<file path="src/rtl/buffer_arbiter_pkg.sv">
`default_nettype none
// ============================================================================
// Module   : buffer_arbiter_pkg
// Brief    : Shared FSM state type and default sizing for the buffer arbiter.
// Revision : 1.0 - initial release
// ============================================================================
package buffer_arbiter_pkg;

  localparam int DEF_WORD_SIZE = 8;
  localparam int DEF_DEPTH     = 4;

  typedef enum logic [1:0] {
    IDLE  = 2'd0,
    FLUSH = 2'd1,
    DONE  = 2'd2
  } state_e;

  // Width of an occupancy counter that must represent 0..depth inclusive.
  function automatic int cnt_width(input int depth);
    return $clog2(depth + 1);
  endfunction

endpackage : buffer_arbiter_pkg
`default_nettype wire

</file>
<file path="src/rtl/buffer_arbiter_rr_arb2.sv">
`default_nettype none
// ============================================================================
// Module   : rr_arb2
// Brief    : Two-way round-robin selector; the pointer moves only on accept.
// Revision : 1.0 - initial release
// ============================================================================
module rr_arb2
  import buffer_arbiter_pkg::*;
(
  input  logic       clk,
  input  logic       rstn,
  input  logic [1:0] req,
  input  logic       accept,
  output logic [1:0] gnt
);

  // ptr == 0 favours requester 0 on a contested cycle.
  logic ptr;

  always_comb begin
    gnt = req;
    if (req == 2'b11) begin
      gnt = ptr ? 2'b10 : 2'b01;
    end
  end

  always_ff @(posedge clk) begin
    if (!rstn) begin
      ptr <= 1'b0;
    end else if (accept && (gnt != 2'b00)) begin
      ptr <= gnt[0];
    end
  end

endmodule : rr_arb2
`default_nettype wire

</file>
<file path="src/rtl/buffer_arbiter.sv">
`default_nettype none
// ============================================================================
// Module   : buffer_arbiter
// Brief    : Grants one buffer write, read or flush-read per cycle to a FIFO.
// Revision : 1.0 - initial release
// ============================================================================
module buffer_arbiter
  import buffer_arbiter_pkg::*;
#(
  parameter int WORD_SIZE = DEF_WORD_SIZE,
  parameter int DEPTH     = DEF_DEPTH
) (
  input  logic                       clk,
  input  logic                       rstn,
  input  logic                       req0,
  input  logic                       req1,
  input  logic [WORD_SIZE-1:0]       data0,
  input  logic [WORD_SIZE-1:0]       data1,
  output logic                       gnt0,
  output logic                       gnt1,
  input  logic                       rd_req,
  output logic                       rd_gnt,
  input  logic                       flush,
  output logic                       flush_done,
  output logic                       buf_write,
  output logic                       buf_read,
  output logic [WORD_SIZE-1:0]       buf_data_in,
  input  logic                       buf_full,
  input  logic                       buf_overflow,
  output logic [$clog2(DEPTH+1)-1:0] count,
  output logic                       empty,
  output logic                       full,
  output logic                       err
);

  localparam int CW = cnt_width(DEPTH);
  localparam logic [CW-1:0] DEPTH_C = CW'(DEPTH);
  localparam logic [CW-1:0] ONE_C   = CW'(1);

  state_e               state;
  state_e               state_next;
  logic [CW-1:0]        count_next;
  logic                 rw_turn;
  logic [1:0]           arb_gnt;
  logic                 wr_elig;
  logic                 rd_elig;
  logic                 contested;
  logic                 wr_grant;
  logic                 rd_grant;
  logic                 flush_rd;
  logic [WORD_SIZE-1:0] wr_data;
  logic                 strobe_d;
  logic                 full_d;

  rr_arb2 u_rr_arb2 (
    .clk    (clk),
    .rstn   (rstn),
    .req    ({req1, req0}),
    .accept (wr_grant),
    .gnt    (arb_gnt)
  );

  // rw_turn == 0 lets the write win the next contested cycle.
  assign wr_elig   = (req0 || req1) && (count < DEPTH_C) && (state == IDLE);
  assign rd_elig   = rd_req && (count != '0) && (state == IDLE);
  assign contested = wr_elig && rd_elig;
  assign wr_grant  = wr_elig && !(contested && rw_turn);
  assign rd_grant  = rd_elig && !(contested && !rw_turn);
  assign flush_rd  = (state == FLUSH) && (count != '0);

  assign gnt0       = wr_grant && arb_gnt[0];
  assign gnt1       = wr_grant && arb_gnt[1];
  assign rd_gnt     = rd_grant;
  assign wr_data    = arb_gnt[1] ? data1 : data0;
  assign empty      = (count == '0);
  assign full       = (count == DEPTH_C);
  assign flush_done = (state == DONE);

  always_comb begin
    state_next = state;
    case (state)
      IDLE:    if (flush) state_next = FLUSH;
      // Leave as soon as the final drain read is issued (or nothing to drain).
      FLUSH:   if (count <= ONE_C) state_next = DONE;
      DONE:    state_next = IDLE;
      default: state_next = IDLE;
    endcase
  end

  always_comb begin
    count_next = count;
    if (wr_grant) begin
      count_next = count + ONE_C;
    end else if (rd_grant || flush_rd) begin
      count_next = count - ONE_C;
    end
  end

  always_ff @(posedge clk) begin
    if (!rstn) begin
      state       <= IDLE;
      count       <= '0;
      rw_turn     <= 1'b0;
      buf_write   <= 1'b0;
      buf_read    <= 1'b0;
      buf_data_in <= '0;
      strobe_d    <= 1'b0;
      full_d      <= 1'b0;
      err         <= 1'b0;
    end else begin
      state     <= state_next;
      count     <= count_next;
      buf_write <= wr_grant;
      buf_read  <= rd_grant || flush_rd;
      if (contested) begin
        rw_turn <= ~rw_turn;
      end
      if (wr_grant) begin
        buf_data_in <= wr_data;
      end
      // The buffer's full flag lags our own by one cycle after each strobe.
      strobe_d <= buf_write || buf_read;
      full_d   <= full;
      if (buf_overflow || (strobe_d && (buf_full != full_d))) begin
        err <= 1'b1;
      end
    end
  end

endmodule : buffer_arbiter
`default_nettype wire

</file>
<file path="config.mk">
export PLATFORM = sky130hd
export DESIGN_NAME = buffer_arbiter
export DESIGN_NICKNAME = d
export VERILOG_FILES = /design/src/rtl/buffer_arbiter_pkg.sv /design/src/rtl/buffer_arbiter_rr_arb2.sv /design/src/rtl/buffer_arbiter.sv
export SDC_FILE = /design/constraint.sdc
export NUM_CORES = 1
export LEC_CHECK = 0
export CELL_PAD_IN_SITES_DETAIL_PLACEMENT = 1
export CELL_PAD_IN_SITES_GLOBAL_PLACEMENT = 2
export CORE_MARGIN = 4
export CORE_UTILIZATION = 25
export DETAILED_ROUTE_END_ITERATION = 10
export PLACE_DENSITY_LB_ADDON = 0.1
export SYNTH_ARGS = -nofsm -noshare
export SYNTH_HDL_FRONTEND = slang
export SYNTH_SLANG_ARGS = --single-unit
</file>
<file path="constraint.sdc">
create_clock -name clk -period 3.94 [get_ports clk]
set_input_delay 0.394 -clock clk [delete_from_list [all_inputs] [get_ports clk]]
set_output_delay 0.394 -clock clk [all_outputs]
set_load 0.01 [all_outputs]
</file>
-- Word level (Yosys, flattened, before mapping)
Index checks and enable logic that the tools add are counted.
- bitwise operators: 1
- equality and inequality tests: 7
- magnitude comparators: 2
- mux-type cells: 8
- $add $sub $neg: 2
- reduce and logical (&&, ||, !) cells: 27
- operator list (cell ; number):
    logical AND 1 bit ; 14
    2-to-1 mux 2 bit ; 4
    2-to-1 mux 8 bit ; 1
    2-to-1 mux 3 bit ; 2
    == test 2 bit, second input constant ; 2
    logical OR 1 bit ; 4
    one-hot mux 2 bit (2 select lines) ; 1
    nonzero test 2 bit ; 2
    adder 3 x 1 -> 3 bit, second input constant ; 1
    == test 3 bit, second input constant ; 1
    less-or-equal comparator 3 x 1 -> 1 bit, second input constant ; 1
    zero test 1 bit ; 3
    zero test 3 bit ; 1
    less-than comparator 3 bit, second input constant ; 1
    nonzero test 3 bit ; 1
    subtractor 3 x 1 -> 3 bit, second input constant ; 1
    == test 2 x 1 -> 1 bit, second input constant ; 1
    zero test 2 bit ; 1
    != test 2 x 1 -> 1 bit, second input constant ; 1
    != test 2 bit, second input constant ; 1
    AND reduction 2 bit ; 1
    != test 1 bit ; 1
    inverter 1 bit ; 1
- logic and storage cells: 57
- register bits after elaboration: 20
- output and inout bits: 20

-- Depth between registers and ports, before layout
- word-level depth: 10
- depth in mapped cells: 8
- depth with buffers taken out: 8

-- Cells and area by module
A second synthesis with hierarchy kept.
- cell total of the unflattened synthesis: 103
- area total of the unflattened synthesis: 1007.2 um2
- by module, submodules not included (module ; times used ; area an instance (um2) ; seq. area each (um2) ; cells each):
    buffer_arbiter ; 1 ; 945.9 ; 380.4 ; 96
    rr_arb2 ; 1 ; 61.3 ; 20.0 ; 7

-- Least setup slack after synthesis
Ideal clock, no wire load.
- kind: register to output
- start point: reg count[0]
- end point: out gnt0
- slack: 1917 ps
- arrival time: 1629 ps
- data required time: 3546 ps
- path buffers: 1
- stages on the path, launching flop included: 8
- cells stage by stage: dfxtp_1 > inv_1 > ha_1 > or2b_2 > a41oi_4 > buf_8 > nand3_4 > inv_1
- longest elaborated chain between the ends: 8
- elaborated cells between the ends (all ways): 11
- those cells by class: order compare: 1; reduce/logical: 10
- ends and longest elaborated chain (what ; RTL line ; source):
    start: declaration ; buffer_arbiter.sv:30 ; output logic [$clog2(DEPTH+1)-1:0] count,
    start signal: assignment ; buffer_arbiter.sv:112 ; count <= count_next;
    less-than comparator 3 bit or nonzero test 3 bit (tied branches) ; buffer_arbiter.sv:64, buffer_arbiter.sv:65 ;
    logical AND 1 bit, on equally long branches (2 in series) ; buffer_arbiter.sv:64, buffer_arbiter.sv:65 ;
    logical AND 1 bit ; buffer_arbiter.sv:66 ; assign contested = wr_elig && rd_elig;
    logical AND 1 bit ; buffer_arbiter.sv:67 ; assign wr_grant = wr_elig && !(contested && rw_turn);
    zero test 1 bit ; buffer_arbiter.sv:67 ;
    logical AND 1 bit (*) ; buffer_arbiter.sv:67 ;
    logical AND 1 bit (*) ; buffer_arbiter.sv:71 ; assign gnt0 = wr_grant && arb_gnt[0];
    end: declaration ; buffer_arbiter.sv:19 ; output logic gnt0,
Every way passes the cells marked *; elsewhere a longest branch is shown, timed or not.

-- Final worst setup path
- start point: in req0
- end point: out gnt1
- longest elaborated chain between the ends: 8
- elaborated cells between the ends (all ways): 10
- those cells by class: eq/ne: 1; mux: 1; reduce/logical: 8
- ends and longest elaborated chain (what ; RTL line ; source):
    start: declaration ; buffer_arbiter.sv:15 ; input logic req0,
    logical OR 1 bit ; buffer_arbiter.sv:64 ; assign wr_elig = (req0 || req1) && (count < DEPTH_C) && (state == IDLE);
    logical AND 1 bit (2 in series) ; buffer_arbiter.sv:64 ;
    logical AND 1 bit ; buffer_arbiter.sv:66 ;
    logical AND 1 bit ; buffer_arbiter.sv:67 ;
    zero test 1 bit ; buffer_arbiter.sv:67 ;
    logical AND 1 bit ; buffer_arbiter.sv:67 ;
    logical AND 1 bit (*) ; buffer_arbiter.sv:72 ; assign gnt1 = wr_grant && arb_gnt[1];
    end: declaration ; buffer_arbiter.sv:20 ; output logic gnt1,
Marks and branches as above.

==> impl_metrics.json <==
{
  "cts_sinks": 20,
  "setup-tns-final_ps": 0,
  "place_ws_ps": 1079,
  "grt_usage": 0.1077,
  "leakagePower_nw": 0.6308,
  "cts_htree_levels": 1,
  "fp.dieH_um": 71.36,
  "grt_pass1_wl_mm": 4.347,
  "die_area_um2": 5092,
  "cts.repair.resized": 0,
  "cts_tree": "built",
  "finalSetupViolCount": 0,
  "worst_pin_slew_ps": 544.4,
  "clkTransAtPathRegs_ps": 80,
  "instances_no_fill": 199,
  "worstSkewPairLatency_ps": 270,
  "synth_cell_type_count": 35,
  "synth_edf_count": 0,
  "nNetsFinal": 180,
  "synth_xor_area_frac": 0.02618,
  "first_pass_iters": 3,
  "rsz0062_at_grt": "false",
  "hold_viol": 0,
  "p_per_area_nw_per_um2": 639.8,
  "syn-instance-count": 105,
  "grt.overflow.total": 0,
  "yosysWarningCount": 0,
  "async_reset_ff_frac": 0,
  "start_util": 0.2661,
  "worstPathRequired_ps": 3550,
  "grt_max_degree": 19,
  "io-pin-count": 44,
  "ant_nets": 0,
  "critPathMaxFanout": 5,
  "syn2layout_area_growth_pct": 53.49,
  "status": "finished clean",
  "ys.flop_type": "dfxtp_1",
  "synthSimpleGateAreaFrac": 0.2145,
  "ys_seq_area_frac": 0.3990,
  "p_total_mw": 0.9854,
  "drtIter0Drc": 13,
  "timing.reg2reg.setup_slack_ps": 1830,
  "layout-drive-gt1-share": 0.09934,
  "antenna_cells": 0,
  "yosys.area.top_type": "dfxtp_1",
  "finalCritPeriodShare": 0.7265,
  "synthAdderAreaFrac": 0.04988,
  "via_count": 916,
  "wirelength_mm": 2.678,
  "antenna_found_initial": 0,
  "clk_root_buffer_cell": "clkbuf_8",
  "port_buffers": 43,
  "hold_path_class": "reg -> reg",
  "die_w_um": 71.36,
  "muxShareOfSynthArea": 0.08978,
  "cts_setup_buffers": 0,
  "yosys-top-cells-area": "dfxtp_1 (40%), mux2i_1 (9.0%), nor2_1 (8.2%)",
  "final_max_slew_viol_count": 0,
  "drc_errors": 0,
  "path_class": "in -> out",
  "maxCapViolCount": 0,
  "crit_path_start_kind": "input pin",
  "gp_congestion": 0.7034,
  "avgSynthCellArea_um2": 9.557,
  "numCtsBuffers": 3,
  "fin_ws_ps": 1077,
  "dp_cells": 195,
  "netlist.area_leader.share": 0.3990,
  "floorplan.rows": 22,
  "synth_area_um2": 1003,
  "synth_compound_area_frac": 0.1584,
  "num-fill-cells": 426,
  "synth_top_family_by_area": "simple AND/OR/NAND/NOR gates",
  "clock_skew_ps": 3.330,
  "core_area_um2": 3771,
  "syn_nets": 133,
  "arrival_ps": 2470,
  "wl_per_cell_um": 13.46,
  "final_core_util": 0.4084,
  "max-slew-margin-rel": 0.6348,
  "fin_crit_ps": 2863,
  "viasPerCell": 4.603,
  "crit_path_end_kind": "output port",
  "grt_pass1_vias": 930,
  "ys_ff_latch": 20,
  "hold_buffers": 0,
  "clockBufferDepth": 2,
  "peakVddDrop_mv": 0.2219,
  "max_freq_ghz": 0.3493,
  "hpwl_mm": 2.026
}
[where the power goes]
group          internal (mW)  leakage, nW  total (mW)  switching (mW)
Clock                  0.136       0.0357       0.212          0.0765
Combinational          0.243        0.430       0.460           0.217
Sequential             0.263        0.165       0.313          0.0503
Total                  0.642        0.631       0.985           0.344
[metal layers]
layer  vias to the layer above  global-route usage  part of all wire
li1                        462                   -                 -
met1                       422              0.1090              0.39
met2                        28              0.1888              0.50
met3                         4             0.05189             0.096
met4                         0             0.04384             0.016
met5                         -                   0                 0
[synthesized netlist by cell type, types with 2 or more instances]
cell	n
nor2_1	22
dfxtp_1	20
a211oi_1	9
mux2i_1	9
nand2_1	6
inv_1	5
ha_1	4
a21oi_1	2
xnor2_1	2
[cells in the final DEF, fill, tap and decap left out, drive strengths merged, types with 2 or more instances in the layout]
cell           Yosys  final
buf                2      2
mux2i              9      9
ha                 4      4
a21oi              3      3
nand2              6      6
clkbuf             1      3
inv                5      5
a211oi             9      9
dfxtp             20     20
xnor2              2      2
nor2              22     22
clkdlybuf4s50      0     43
[critical path: stages]
cell	delay (ps)
clkdlybuf4s50_1	550
nor2_1	90
or4_4	460
a41o_2	300
nor2_1	110
clkdlybuf4s50_1	560
[state kept, by name, summed over array words and instances (netlist names)]
signal	count
buf_data_in	8
count	3
state	2
buf_read	1
buf_write	1
err	1
full_d	1
rw_turn	1
strobe_d	1
u_rr_arb2.ptr	1
[through the flow]
stage	hold WS, ps	area (µm²)
6_report	474.6	1540
5_1_grt	510.3	1540
4_1_cts	480.0	1540
3_5_place_dp	464.7	1469
3_3_place_gp	445.7	1469
2_1_floorplan	435.4	1003
[area by class of cell]
type	instances	area, µm²	area share
Clock inverter	1	30.03	0.01950
Clock buffer	3	41.29	0.02681
Tap cell	48	60.06	0.03899
Sequential cell	20	400.4	0.2600
Timing Repair Buffer	45	445.4	0.2892
Multi-Input combinational cell	76	540.5	0.3509
Inverter	6	22.52	0.01462
[cell families (layout without fill, tap and decap cells)]
family	after synthesis	in the layout
AO/OA/AOI/OAI	19	19
AND/OR/NAND/NOR	41	41
multiplexers	9	9
buffers and inverters	9	55
flip-flops	20	20
XOR/XNOR	3	3
adder cells (fa/ha/maj)	4	4
[path summary, 6_finish.rpt]
kind              startpoint  endpoint  depth (start not counted)
setup / recovery        req0      gnt1                          6
hold / removal      buf_read  strobe_d                          2
setup reg to reg    count[0]  count[1]                          8
hold reg to reg     buf_read  strobe_d                          2
Note: power is estimated with default switching activity, not from simulation.
